$ cat src/rtl/nibble_serial_adder.sv
// nibble_serial_adder: multi-cycle adder that processes one 4-bit nibble per clock
// with a 4-bit carry-lookahead slice, from the least significant nibble upwards.
//
// Ports:
//   clk        rising-edge clock
//   rst        asynchronous active-high reset
//   in_valid   operand set present on a, b, cin
//   in_ready   high only in IDLE; an accept is in_valid && in_ready at a clock edge
//   a, b       WIDTH-bit addends, registered on accept
//   cin        carry-in to bit 0, registered on accept
//   out_valid  high only in DONE; s, cout and ovf are meaningful while it is high
//   out_ready  consumer takes the result; DONE -> IDLE on out_valid && out_ready
//   s          sum, (a + b + cin) mod 2^WIDTH
//   cout       carry out of bit WIDTH-1
//   ovf        two's-complement overflow
module nibble_serial_adder #(
  parameter int WIDTH = 16
) (
  input  logic             clk,
  input  logic             rst,
  input  logic             in_valid,
  output logic             in_ready,
  input  logic [WIDTH-1:0] a,
  input  logic [WIDTH-1:0] b,
  input  logic             cin,
  output logic             out_valid,
  input  logic             out_ready,
  output logic [WIDTH-1:0] s,
  output logic             cout,
  output logic             ovf
);

  localparam int NIBBLES = WIDTH / 4;
  localparam int IDX_W   = (NIBBLES > 1) ? $clog2(NIBBLES) : 1;

  localparam logic [1:0] IDLE = 2'd0;
  localparam logic [1:0] RUN  = 2'd1;
  localparam logic [1:0] DONE = 2'd2;

  localparam logic [IDX_W-1:0] LAST_IDX = IDX_W'(NIBBLES - 1);

  logic [1:0]       state_q, state_d;
  logic [IDX_W-1:0] idx_q;
  logic             carry_q;
  logic [WIDTH-1:0] a_q, b_q;

  logic [IDX_W+1:0] base;
  logic [3:0]       an, bn, g, p, c, sum;
  logic             last_nib;

  assign in_ready  = (state_q == IDLE);
  assign out_valid = (state_q == DONE);

  // Nibble slice: lookahead carries within the nibble, chained through carry_q.
  always_comb begin
    base     = {idx_q, 2'b00};
    an       = a_q[base +: 4];
    bn       = b_q[base +: 4];
    g        = an & bn;
    p        = an ^ bn;
    c[0]     = g[0] | (p[0] & carry_q);
    c[1]     = g[1] | (p[1] & c[0]);
    c[2]     = g[2] | (p[2] & c[1]);
    c[3]     = g[3] | (p[3] & c[2]);
    sum      = p ^ {c[2:0], carry_q};
    last_nib = (idx_q == LAST_IDX);
  end

  always_comb begin
    state_d = state_q;
    case (state_q)
      IDLE:    if (in_valid) state_d = RUN;
      RUN:     if (last_nib) state_d = DONE;
      DONE:    if (out_ready) state_d = IDLE;
      default: state_d = IDLE;
    endcase
  end

  always_ff @(posedge clk or posedge rst) begin
    if (rst) begin
      state_q <= IDLE;
      idx_q   <= '0;
      carry_q <= 1'b0;
      a_q     <= '0;
      b_q     <= '0;
      s       <= '0;
      cout    <= 1'b0;
      ovf     <= 1'b0;
    end else begin
      state_q <= state_d;
      case (state_q)
        IDLE: begin
          if (in_valid) begin
            a_q     <= a;
            b_q     <= b;
            carry_q <= cin;
            idx_q   <= '0;
            s       <= '0;
          end
        end
        RUN: begin
          s[base +: 4] <= sum;
          carry_q      <= c[3];
          idx_q        <= idx_q + 1'b1;
          if (last_nib) begin
            cout <= c[3];
            // c[2] of the top nibble is the carry into bit WIDTH-1.
            ovf  <= c[2] ^ c[3];
          end
        end
        default: ;
      endcase
    end
  end

endmodule

$ cat config.mk
export PLATFORM = sky130hd
export DESIGN_NAME = nibble_serial_adder
export DESIGN_NICKNAME = d
export VERILOG_FILES = /design/src/rtl/nibble_serial_adder.sv
export SDC_FILE = /design/constraint.sdc
export NUM_CORES = 1
export LEC_CHECK = 0
export ABC_AREA = 1
export BUFFER_PORTS_ARGS = -buffer_cell sky130_fd_sc_hd__buf_4
export CORE_MARGIN = 4
export CORE_UTILIZATION = 52
export DETAILED_ROUTE_END_ITERATION = 6
export PLACE_DENSITY = 0.76
export SYNTH_ARGS = -nofsm -noshare
export SYNTH_HDL_FRONTEND = slang
export SYNTH_SLANG_ARGS = --single-unit
$ cat constraint.sdc
create_clock -name clk -period 4.3 [get_ports clk]
set_clock_uncertainty 0.15 [all_clocks]
set_input_delay 0 -clock clk [delete_from_list [all_inputs] [get_ports clk]]
set_output_delay 0 -clock clk [all_outputs]
set_load 0.005 [all_outputs]
### Word level (Yosys, flattened, before mapping)

Index checks and enable logic that the tools add are counted.

| word-level totals | value |
|---|---|
| register bits | 55 |
| input port bits | 37 |
| logic and storage cells | 49 |

| cells by class | value |
|---|---|
| add/sub/neg operators | 2 |
| eq/ne operators | 6 |
| shift-type cells | 4 |
| muxes and demuxes | 11 |
| bitwise operators | 12 |
| reduce and logical (&&, ||, !) cells | 6 |

Operators by type and width:

| operator | count |
|---|---|
| 16-bit case mux with 2 select lines | 1 |
| 16-bit by 5-bit indexed part select with 4-bit output | 2 |
| 16-bit bitwise mux | 1 |
| 16-bit two-way mux | 1 |
| 4-bit by 6-bit variable shift with 16-bit output (first input constant) | 1 |
| 4-bit by 6-bit indexed part select with 16-bit output | 1 |
| 2-bit two-way mux | 4 |
| 4-bit XOR | 2 |
| 4-bit negator with 6-bit output | 1 |
| 2-bit case mux with 3 select lines | 1 |
| 2-bit AND reduction | 3 |
| 1-bit AND | 4 |
| 4-bit AND | 1 |
| 2-bit equality test (second input constant) | 2 |
| 2-bit != test (second input constant) | 2 |
| 1-bit bitwise OR | 4 |
| 2-bit case mux with 2 select lines | 1 |
| 3-bit AND reduction | 1 |
| 2-bit by 1-bit adder with 2-bit output (second input constant) | 1 |
| 2-bit by 1-bit equality test with 1-bit output (second input constant) | 1 |
| 2-bit zero test | 1 |
| 2-bit by 1-bit != test with 1-bit output (second input constant) | 1 |
| 1-bit case mux with 2 select lines | 1 |
| 2-bit nonzero test | 1 |
| other kinds (2) | 2 |

### Longest topological paths before layout

Gate-level depths: netlist of the first run.

| depth | value |
|---|---|
| depth in word-level cells | 12 |
| depth in mapped cells | 16 |
| gate-level depth less buffers | 14 |

### Worst setup path before layout of the first run

Ideal clock, no wire load.

| timing path | value |
|---|---|
| kind | register -> register |
| from | register idx_q[0] |
| to | register s[15] |
| arrival time | 2721 ps |
| required time | 4033 ps |
| setup slack | 1313 ps |
| stages on the path, launching flop included | 17 |
| buffers on the path | 2 |
| period minus slack after synthesis | 2987 ps |
| cell sequence | dfrtp_1 buf_4 clkinv_1 buf_2 nand2_1 o211ai_1 nand2_1 fa_1 inv_1 fa_1 fa_1 inv_1 fa_1 nand2_1 nor2_1 nand2_1 nand2_1 |

| between the ends | value |
|---|---|
| word-level cells in the longest chain between the ends | 12 |
| elaborated cells on any way between the ends | 16 |

RTL lines:

| item | RTL line | RTL |
|---|---|---|
| start, declared | 43 | `logic [IDX_W-1:0] idx_q;` |
| start signal, assigned | 104 | `idx_q <= idx_q + 1'b1;` |
| 16-bit by 5-bit indexed part select with 4-bit output, on equally long branches | 57, 58 |  |
| 4-bit XOR | 60 | `p = an ^ bn;` |
| 1-bit AND | 61 | `c[0] = g[0] \| (p[0] & carry_q);` |
| 1-bit bitwise OR | 61 |  |
| 1-bit AND | 62 | `c[1] = g[1] \| (p[1] & c[0]);` |
| 1-bit bitwise OR | 62 |  |
| 1-bit AND | 63 | `c[2] = g[2] \| (p[2] & c[1]);` |
| 1-bit bitwise OR | 63 |  |
| 4-bit XOR | 65 | `sum = p ^ {c[2:0], carry_q};` |
| 4-bit by 6-bit indexed part select with 16-bit output | 102 | `s[base +: 4] <= sum;` |
| 16-bit bitwise mux * | 102 |  |
| 16-bit case mux with 2 select lines * | 91 | `case (state_q)` |
| end signal, assigned by index | 102 |  |
| end, declared | 28 | `output logic [WIDTH-1:0] s,` |

Every way passes the cells marked *; elsewhere a longest branch is shown, timed or not.
A chain may end at the register's enable or synchronous reset.

### Worst setup path after layout of the first run

| timing path | value |
|---|---|
| from | register idx_q[1] |
| to | register s[15] |

Same word-level chain as after synthesis.

==> results of run 1 <==
## synth_stat cells (all sizes together)
| master | instances |
|---|---|
| fa | 4 |
| xnor2 | 1 |
| o31ai | 1 |
| inv | 16 |
| nand2 | 139 |
| o21ai | 8 |
| ha | 4 |
| o211ai | 4 |
| clkinv | 1 |
| dfrtp | 55 |
| nor2 | 23 |
| nor3 | 2 |
| buf | 14 |
| nand3 | 63 |
| clkbuf | 4 |
## worst paths after layout
check / start / end / slack (ps)
setup / recovery: idx_q[1] / s[15] / 1100
min in group asynchronous: rst / a_q[10] / 390
max in group asynchronous: rst / s[3] / 2910
hold / removal: in_valid / carry_q / 240
setup reg to reg: idx_q[1] / s[15] / 1100
hold reg to reg: b_q[3] / b_q[3] / 340
## per-layer routing
metal / up-vias / global-route usage / wire (µm)
met1: 1310 / 0.295 / 2960
met2: 111 / 0.462 / 4050
met3: 27 / 0.0482 / 383
met4: 0 / 0.122 / 311
li1: 1305 / - / -
met5: - / 0 / 0
## cell families (layout without fill, tap and decap cells)
logic type	count (synthesis)	count (layout)	share of synthesized area
compound gates	13	13	0.0285
xor+xnor	1	1	0.00322
fa+ha+maj	8	8	0.0478
buf+inv	35	151	0.0626
flops	55	55	0.506
simple gates	227	227	0.352
## registers in the layout, indices dropped and copies added (netlist names)
signal	cells
s	16
ovf	1
cout	1
b_q	16
a_q	16
state_q	2
idx_q	2
carry_q	1
## final cells by class
| type | instances | share of cell area |
|---|---|---|
| clock buffers | 7 | 0.0221 |
| multi-input cells | 249 | 0.300 |
| well taps | 70 | 0.0224 |
| inverters | 17 | 0.0163 |
| flip-flops and latches | 55 | 0.352 |
| repair buffers | 126 | 0.285 |
| clock inverters | 1 | 0.00224 |
## power by group through the flow
stage | logic, mW | registers [mW] | clock network (mW)
after floorplan | 0.973 | 0.859 | 0
after global placement | 1.25 | 0.904 | 0
after detailed placement | 1.28 | 0.907 | 0
after CTS | 1.38 | 0.898 | 0.306
after global routing | 1.60 | 0.935 | 0.327
final | 1.42 | 0.908 | 0.298
## worst max-delay path, stage by stage, from the launching register on
cell and delay [ps]:
dfrtp_1 510, inv_1 270, nor2_1 150, o21ai_0 90
nand2_1 110, fa_1 170, inv_1 50, fa_1 390
fa_1 440, inv_1 90, fa_1 420, nand2_1 100
nor2_1 50, nand2_1 60, nand2_1 50
## through the flow
stage	total power, mW	util
after global placement	2.16	0.618
after global routing	2.86	0.771
after detailed placement	2.19	0.618
after CTS	2.59	0.771
final	2.63	0.771
after floorplan	1.83	-
==> summary.md, run 1 <==
| Metric | Value |
|---|---|
| Hold Path Stages | `4` |
| Logic pwr share | `0.541` |
| H-tree depth | `2` |
| Critical Path RT | `4360 ps` |
| Nets | `499` |
| CTS clk-pin slew, worst paths | `100 ps` |
| Yosys warns | `0` |
| Post-DP Area | `3140 µm²` |
| Residual DRC count | `0` |
| # IOs | `57` |
| RSZ-0062 raised after global routing | `no` |
| CTS tree | `done` |
| Layout Cells excl Fill | `525` |
| Largest cells by area after synthesis | `dfrtp_1 (51%), nand2_1 (19%), nand3_1 (11%), nor2_1 (3.0%), fa_1 (2.9%)` |
| Internal Power | `1.46 mW` |
| Fin. Hold Viols | `0` |
| Post-cts sizing count | `0` |
| Tcrit/Tclk final | `0.745` |
| Startpoint Class | `flop` |
| Inst Count DP | `449` |
| Leading area contributor after synthesis | `dfrtp_1` |
| Worst hold slack | `239 ps` |
| Die area | `6450 µm²` |
| Commonest non-fill, non-tap cell in the layout | `nand2_1` |
| Yosys cell types | `21` |
| Part of the power in registers | `0.346` |
| GRT overflow | `0` |
| Register Area | `1380 µm²` |
| Multi-input logic area | `1170 µm²` |
| Post-Syn Instances | `339` |
| Die Span Y | `80.3 µm` |
| Status | `finished clean` |
| Pin slew with the least headroom to its limit | `1130 ps` |
| Inserted Clock Buffers | `5` |
| Cell Area, Synth | `2720 µm²` |
| Fin worst setup slack | `1100 ps` |
| Antenna violations before repair | `0` |
| Fillers | `343` |
| Clock Power Share | `0.114` |
| Seq/Total Area, Yosys | `0.506` |
| Leak Pwr | `2.00 nW` |
| Initial Utilization | `0.536` |
| Insertion delay to the later sink of the worst-skew pair | `310 ps` |
| First-pass GRT wire length | `12,900 µm` |
| Core region area | `5070 µm²` |
| Vias in the first global route | `2,896` |
| Total GRT Usage | `0.258` |
| PD cells | `672 nW/µm²` |
| Cts hold-fix bufs | `68` |
| CP Capture Type | `flop` |
| Ratio of cells with drive above 1 in the final layout | `0.154` |
| RePlAce Congestion | `0.862` |
| Critical path peak fanout | `14` |
| Syn_nets | `384` |
| Number of I/O port buffers | `56` |
| WL final | `7700 µm` |
| Net Sw Frac | `0.443` |
| Total negative slack | `0 ps` |
| WL per Instance | `14.7 µm` |
| Clock root buffer | `clkbuf_8` |
| Min-Delay Path Class | `in -> reg` |
| DR vias | `2,753` |
| Synth Register Bits | `55` |
| Drt pass-1 iters | `4` |
| Via density | `5.24` |
| Max-Cap Viols | `0` |
| HPWL after DPL | `4250 µm` |
| Final min period | `3200 ps` |
| Most frequent cells in the layout | `nand2_1 (138), dlygate4sd3_1 (68), nand3_1 (62)` |
| Net switching power | `1.16 mW` |
| Post-synthesis average cell area | `8.02 µm²` |
| Antenna viol nets, final | `0` |
| Initial drt markers | `157` |
| DP Worst Slack | `1120 ps` |
| Largest net degree at the start of global routing | `56` |
| Max clock buf depth | `2` |
| Design Area, Final | `3910 µm²` |
| Die W | `80.3 µm` |
| Reg2reg path depth | `14` |
| Fmax | `312 MHz` |
| Setup violators final | `0` |
| Synth top area share | `0.506` |
| Max Slew Vio Count | `0` |
| Max_slew headroom | `0.247` |
| Peak VDD IR | `0.331 mV` |
| Area grow syn2layout | `43.8%` |
| Crit path DAT | `3260 ps` |
| Sink Count | `55` |
| Antenna fix cells | `0` |
| Rows | `26` |
| Post-CTS Setup Inserts | `0` |
| Crit path kind | `reg -> reg` |
No activity file was read; power rests on OpenSTA's default activity.
==> inputs of run 2 (changes only) <==
--- a/config.mk
+++ b/config.mk
@@ -8,7 +8,7 @@
 export ABC_AREA = 1
 export BUFFER_PORTS_ARGS = -buffer_cell sky130_fd_sc_hd__buf_4
 export CORE_MARGIN = 4
-export CORE_UTILIZATION = 52
+export CORE_UTILIZATION = 49
 export DETAILED_ROUTE_END_ITERATION = 6
 export PLACE_DENSITY = 0.76
 export SYNTH_ARGS = -nofsm -noshare
==> constraint.sdc (replaced) <==
create_clock -name clk -period 2.9 [get_ports clk]
set_clock_uncertainty 0.15 [all_clocks]
set_input_delay 0 -clock clk [delete_from_list [all_inputs] [get_ports clk]]
set_output_delay 0 -clock clk [all_outputs]
set_load 0.005 [all_outputs]
==> run 2 against run 1 <==
  * Global-route usage down 1.7 points
  * Combinational power is 64% higher
  * Worst setup slack worse by 1000 ps
  * Total power rose by 56%
  * Non-clock buffer count grew 10
  * Sequential cell count unchanged
  * Register-to-register slack worse by 1000 ps
  * Die area is 5.5% higher
  * Worst hold slack improved by 25 ps
  * Critical path type unchanged
  * Critical endpoint is now s[11]
  * Largest cell class unchanged
  * Highest routed layer unchanged
==> summary.md, run 2 (synthesized netlist as in run 1, its figures left out) <==
| Metric | Value |
|---|---|
| Final min period | `2840 ps` |
| Die W | `82.5 µm` |
| Commonest non-fill, non-tap cell in the layout | `nand2_1` |
| Top Registers | `a_q (16), b_q (16), s (16)` |
| Insertion delay to the later sink of the worst-skew pair | `320 ps` |
| Setup violators final | `0` |
| Leak Pwr | `2.04 nW` |
| PD cells | `1020 nW/µm²` |
| Area grow syn2layout | `48.0%` |
| # IOs | `57` |
| Worst path bufs/invs | `4` |
| Sink Count | `55` |
| Initial Utilization | `0.519` |
| H-tree depth | `2` |
| Peak VDD IR | `0.540 mV` |
| Critical path peak fanout | `7` |
| Pin slew with the least headroom to its limit | `1120 ps` |
| GR met3 Demand/Resource | `0.0336` |
| Worst hold slack | `263 ps` |
| Slowest cell on crit path | `dfrtp_2` |
| Max-Cap Viols | `0` |
| DR vias | `2,714` |
| Antenna violations before repair | `1` |
| Core region area | `5240 µm²` |
| Rows | `26` |
| Crit path max-delay family | `adder cells` |
| Largest net degree at the start of global routing | `56` |
| Met1 usage | `0.301` |
| Via density | `5.05` |
| Inserted Clock Buffers | `5` |
| Die area | `6810 µm²` |
| Vias in the first global route | `2,784` |
| Max clock buf depth | `2` |
| Startpoint Class | `flop` |
| Total GRT Usage | `0.241` |
| Max Slew Vio Count | `0` |
| Met2 Use GR | `0.415` |
| Clock root buffer | `clkbuf_8` |
| RSZ-0062 raised after global routing | `yes` |
| Drt pass-1 iters | `4` |
| RePlAce Congestion | `0.900` |
| Layout Cells excl Fill | `537` |
| GRT overflow | `0` |
| Tcrit/Tclk final | `0.979` |
| Antenna viol nets, final | `0` |
| Number of I/O port buffers | `56` |
| Cell Chain, Critical Path | `clkinv_4, nand2_1, o211ai_1, nand2_1, fa_2, inv_1, fa_2, fa_2, inv_2, fa_1, nand2_2, inv_1, nand2_1, nand2_1` |
| Min-Delay Path Class | `in -> reg` |
| WL per Instance | `14.0 µm` |
| Die Span Y | `82.5 µm` |
| Worst path max stage delay | `450 ps` |
| Crit path kind | `reg -> reg` |
| GRT busiest layer | `met2` |
| CP Capture Type | `flop` |
| Inst Count DP | `456` |
| Ratio of cells with drive above 1 in the final layout | `0.204` |
| WL final | `7530 µm` |
| Fmax | `352 MHz` |
| Status | `finished clean` |
| Initial drt markers | `247` |
| First-pass GRT wire length | `12,500 µm` |
| Fin. Hold Viols | `0` |
| Most numerous cell on the critical path | `nand2_1` |
| Nets | `510` |
| Residual DRC count | `0` |
| HPWL after DPL | `4380 µm` |
| Max_slew headroom | `0.255` |
| Critical Path RT | `2960 ps` |
| Crit path DAT | `2900 ps` |
| CTS tree | `done` |
| CTS clk-pin slew, worst paths | `110 ps` |
| Most frequent cells in the layout | `nand2_1 (135), dlygate4sd3_1 (68), buf_4 (67)` |
==> run 2: area by class of cell <==
type / instances / area (µm²)
clock buffer: 5 / 68.8
timing repair buffer: 136 / 1190
timing repair inverter: 1 / 5.00
inverter: 17 / 68.8
sequential: 55 / 1380
antenna: 1 / 2.50
clock inverter: 3 / 20.0
tap: 70 / 87.6
multi-input combinational: 249 / 1200
fill: 342 / 1210
==> run 2: routing by layer <==
metal,part of all wire,vias up
li1,-,1327
met1,0.40,1271
met2,0.51,99
met3,0.071,17
met4,0.024,0
met5,0,-
==> run 2: through the flow <==
stage	setup slack, ps	util	total power [mW]	TNS, ps	instance area, µm²
after floorplan	37.8	-	2.73	0	2730
after global placement	94.7	0.610	3.28	0	3190
after detailed placement	19.0	0.610	3.31	0	3190
after CTS	23.7	0.757	3.89	0	3970
after global routing	-57.6	0.769	4.50	-176	4030
final	60.3	0.769	4.10	0	4030
==> run 2: timing repair <==
action,CTS,global route
hold buffers,68,0
setup endpoints to repair,3,8
buffers inserted,0,3
hold endpoints to repair,89,0
gates resized for setup,1,15
cloned,0,1
==> run 2: path summary, 6_finish.rpt <==
| check | start | to | slack (ps) | cells past startpoint |
|---|---|---|---|---|
| min | out_ready | state_q[1] | 260 | 3 |
| max | idx_q[0] | s[11] | 60 | 14 |
| max reg2reg | idx_q[0] | s[11] | 60 | 14 |
| max in group asynchronous | rst | idx_q[0] | 1470 | 3 |
| min reg2reg | b_q[4] | b_q[4] | 330 | 2 |
| min in group asynchronous | rst | a_q[6] | 380 | 3 |
==> run 2: tightest hold or removal path: cells and delay by family <==
family,cells,cell delay [ps]
compound gates,1,60
buf+inv,2,630
==> run 2: power by group <==
group	leakage [nW]	internal (mW)	total, mW	switching [mW]
clock network	0.0402	0.169	0.428	0.259
registers	0.704	1.10	1.35	0.248
logic	1.30	1.02	2.33	1.31
total	2.04	2.29	4.10	1.82
==> inputs of run 3 (changes only) <==
--- a/config.mk
+++ b/config.mk
@@ -10,6 +10,7 @@
 export CORE_MARGIN = 4
 export CORE_UTILIZATION = 49
 export DETAILED_ROUTE_END_ITERATION = 6
+export GPL_TIMING_DRIVEN = 0
 export PLACE_DENSITY = 0.76
 export SYNTH_ARGS = -nofsm -noshare
 export SYNTH_HDL_FRONTEND = slang
==> constraint.sdc (replaced) <==
create_clock -name clk -period 2.9 [get_ports clk]
set_clock_uncertainty 0.15 [all_clocks]
set_input_delay 0.145 -clock clk [delete_from_list [all_inputs] [get_ports clk]]
set_output_delay 0.145 -clock clk [all_outputs]
set_load 0.005 [all_outputs]
==> run 3 against run 2 <==
  * The flow now finishes with violations (setup timing)
  * Combinational power increased by 18%
  * Register-to-register slack worse by 250 ps
  * Sequential power fell by 4%
  * Utilization is 1.4 points lower
  * First-iteration DRC count is 4.9% lower
  * Global-route usage shrank 0.22 points
  * Largest cell class unchanged
==> summary.md, run 3 (synthesized netlist as in run 1, its figures left out) <==
| Metric | Value |
|---|---|
| WL per Instance | `14.3 µm` |
| Rows | `26` |
| Crit path depth | `16` |
| Met1 usage | `0.304` |
| GRT busiest layer | `met2` |
| WL final | `7500 µm` |
| Fin worst setup slack | `-194 ps` |
| First-pass GRT wire length | `12,200 µm` |
| Most frequent cells in the layout | `nand2_1 (136), buf_4 (69), nand3_1 (62)` |
| Worst r2r src | `idx_q[0]` |
| RSZ-0062 raised after global routing | `yes` |
| Critical path peak fanout | `5` |
| Tcrit/Tclk final | `1.07` |
| Residual DRC count | `0` |
| Critical Path RT | `2950 ps` |
| R2R Setup Slk | `-190 ps` |
| Crit path DAT | `3150 ps` |
| CTS clk-pin slew, worst paths | `90 ps` |
| Die area | `6810 µm²` |
| Max clock buf depth | `2` |
| H-tree depth | `2` |
| GR met3 Demand/Resource | `0.0456` |
| Peak VDD IR | `0.588 mV` |
| Cell Chain, Critical Path | `buf_6, clkinv_8, buf_8, nand2_2, o211ai_1, nand2_1, fa_2, inv_2, fa_2, fa_2, inv_2, fa_2, nand2_2, inv_1, nand2_1, nand2_1` |
| RePlAce Congestion | `0.789` |
| Crit path kind | `reg -> reg` |
| CTS tree | `done` |
| Total GRT Usage | `0.239` |
| Worst path max stage delay | `450 ps` |
| Antenna violations before repair | `0` |
| Worst Setup EP | `s[11]` |
| Max-Cap Viols | `0` |
| Final min period | `3090 ps` |
| Area grow syn2layout | `45.3%` |
| DR vias | `2,738` |
| Drt pass-1 iters | `5` |
| Fin. Hold Viols | `0` |
| Antenna viol nets, final | `0` |
| Largest net degree at the start of global routing | `43` |
| Initial Utilization | `0.519` |
| Min-Delay Path Class | `in -> reg` |
| Violated checks | `setup timing` |
| HPWL after DPL | `4610 µm` |
| Commonest non-fill, non-tap cell in the layout | `nand2_1` |
| Antenna fix cells | `0` |
| Pin slew with the least headroom to its limit | `412 ps` |
| Initial drt markers | `235` |
| Pwr Total | `4.50 mW` |
| Die Span Y | `82.5 µm` |
| Setup violators final | `4` |
| Max_slew headroom | `0.725` |
| PD cells | `1140 nW/µm²` |
| Startpoint Class | `flop` |
| # IOs | `57` |
| Crit path max-delay family | `adder cells` |
| Sink Count | `55` |
| Status | `complete, but fails checks` |
| Inserted Clock Buffers | `5` |
| Final core utilization | `0.755` |
| Leak Pwr | `2.13 nW` |
| Max Slew Vio Count | `0` |
| Slowest cell on crit path | `fa_2` |
| Worst path bufs/invs | `6` |
| Worst hold slack | `48.6 ps` |
| CP Capture Type | `flop` |
| Number of I/O port buffers | `55` |
| Fmax | `323 MHz` |
| Vias in the first global route | `2,654` |
| Die W | `82.5 µm` |
| Reg2reg path depth | `16` |
| Clock root buffer | `clkbuf_8` |
| Nets | `499` |
| R2r endpoint | `s[11]` |
| Core region area | `5240 µm²` |
| Insertion delay to the later sink of the worst-skew pair | `310 ps` |
| Ratio of cells with drive above 1 in the final layout | `0.251` |
| Top Registers | `a_q (16), b_q (16), s (16)` |
| Met2 Use GR | `0.397` |
| CP startpoint | `idx_q[0]` |
| Most numerous cell on the critical path | `fa_2` |
| Via density | `5.22` |
| GRT overflow | `0` |
## run 3: cell types whose count changed in the layout (fill, tap and decap cells not counted), sizes merged
| cell | before | now |
|---|---|---|
| clkinv | 3 | 1 |
| bufbuf | 0 | 2 |
| clkinvlp | 2 | 0 |
| buf | 68 | 85 |
| dlygate4sd3 | 68 | 35 |
| clkbuf | 5 | 12 |
| diode | 1 | 0 |
## run 3: where the power goes
group | internal [mW] | switching (mW) | total [mW]
combinational | 1.25 | 1.50 | 2.75
clock | 0.218 | 0.236 | 0.455
sequential | 1.10 | 0.196 | 1.30
total | 2.56 | 1.93 | 4.50
## run 3: through the flow
stage | TNS (ps) | cell area [µm²] | instances | worst slack (ps)
5_1_grt | -928 | 3950 | 525 | -242
4_1_cts | -184 | 3920 | 524 | -58.5
2_1_floorplan | 0 | 2730 | 339 | 37.8
6_report | -670 | 3950 | 525 | -194
3_5_place_dp | -1820 | 3250 | 465 | -348
3_3_place_gp | -1360 | 3230 | 464 | -285
## run 3: worst min-delay path by stage
stage / startpoint / end / cells after the start
after floorplan: out_ready / state_q[1] / 1
after global placement: out_ready / state_q[1] / 2
after detailed placement: rst / a_q[10] / 2
after CTS: in_valid / a_q[14] / 3
after global routing: in_valid / a_q[14] / 3
final: in_valid / a_q[14] / 3
## run 3: metal layers
layer | up-vias | wire length (µm)
met3 | 23 | 485
met2 | 124 | 3680
met1 | 1277 | 3100
li1 | 1314 | -
met5 | - | 0
met4 | 0 | 235
## run 3: final cells by class
type / instances / area (µm²)
plain buffers: 18 / 138
clock buffers: 8 / 100
fillers: 356 / 1280
inverters: 17 / 76.3
multi-input cells: 249 / 1210
flip-flops and latches: 55 / 1380
well taps: 70 / 87.6
repair buffers: 108 / 965
## run 3: worst register-to-register path: stages (launching register included)
cell      delay [ps]
dfrtp_1          370
buf_6            150
clkinv_8          60
buf_8            120
nand2_2           40
o211ai_1         100
nand2_1          120
fa_2             200
inv_2             40
fa_2             360
fa_2             440
inv_2             80
fa_2             450
nand2_2          130
inv_1             60
nand2_1           70
nand2_1           40
## run 3: what timing repair did
action	in CTS	in global routing
cloned	2	0
pin swaps	10	7
hold buffers	35	0
endpoints found under the hold margin	89	0
gates resized for setup	19	7
setup buffers	14	1
endpoints found under the setup margin	9	9
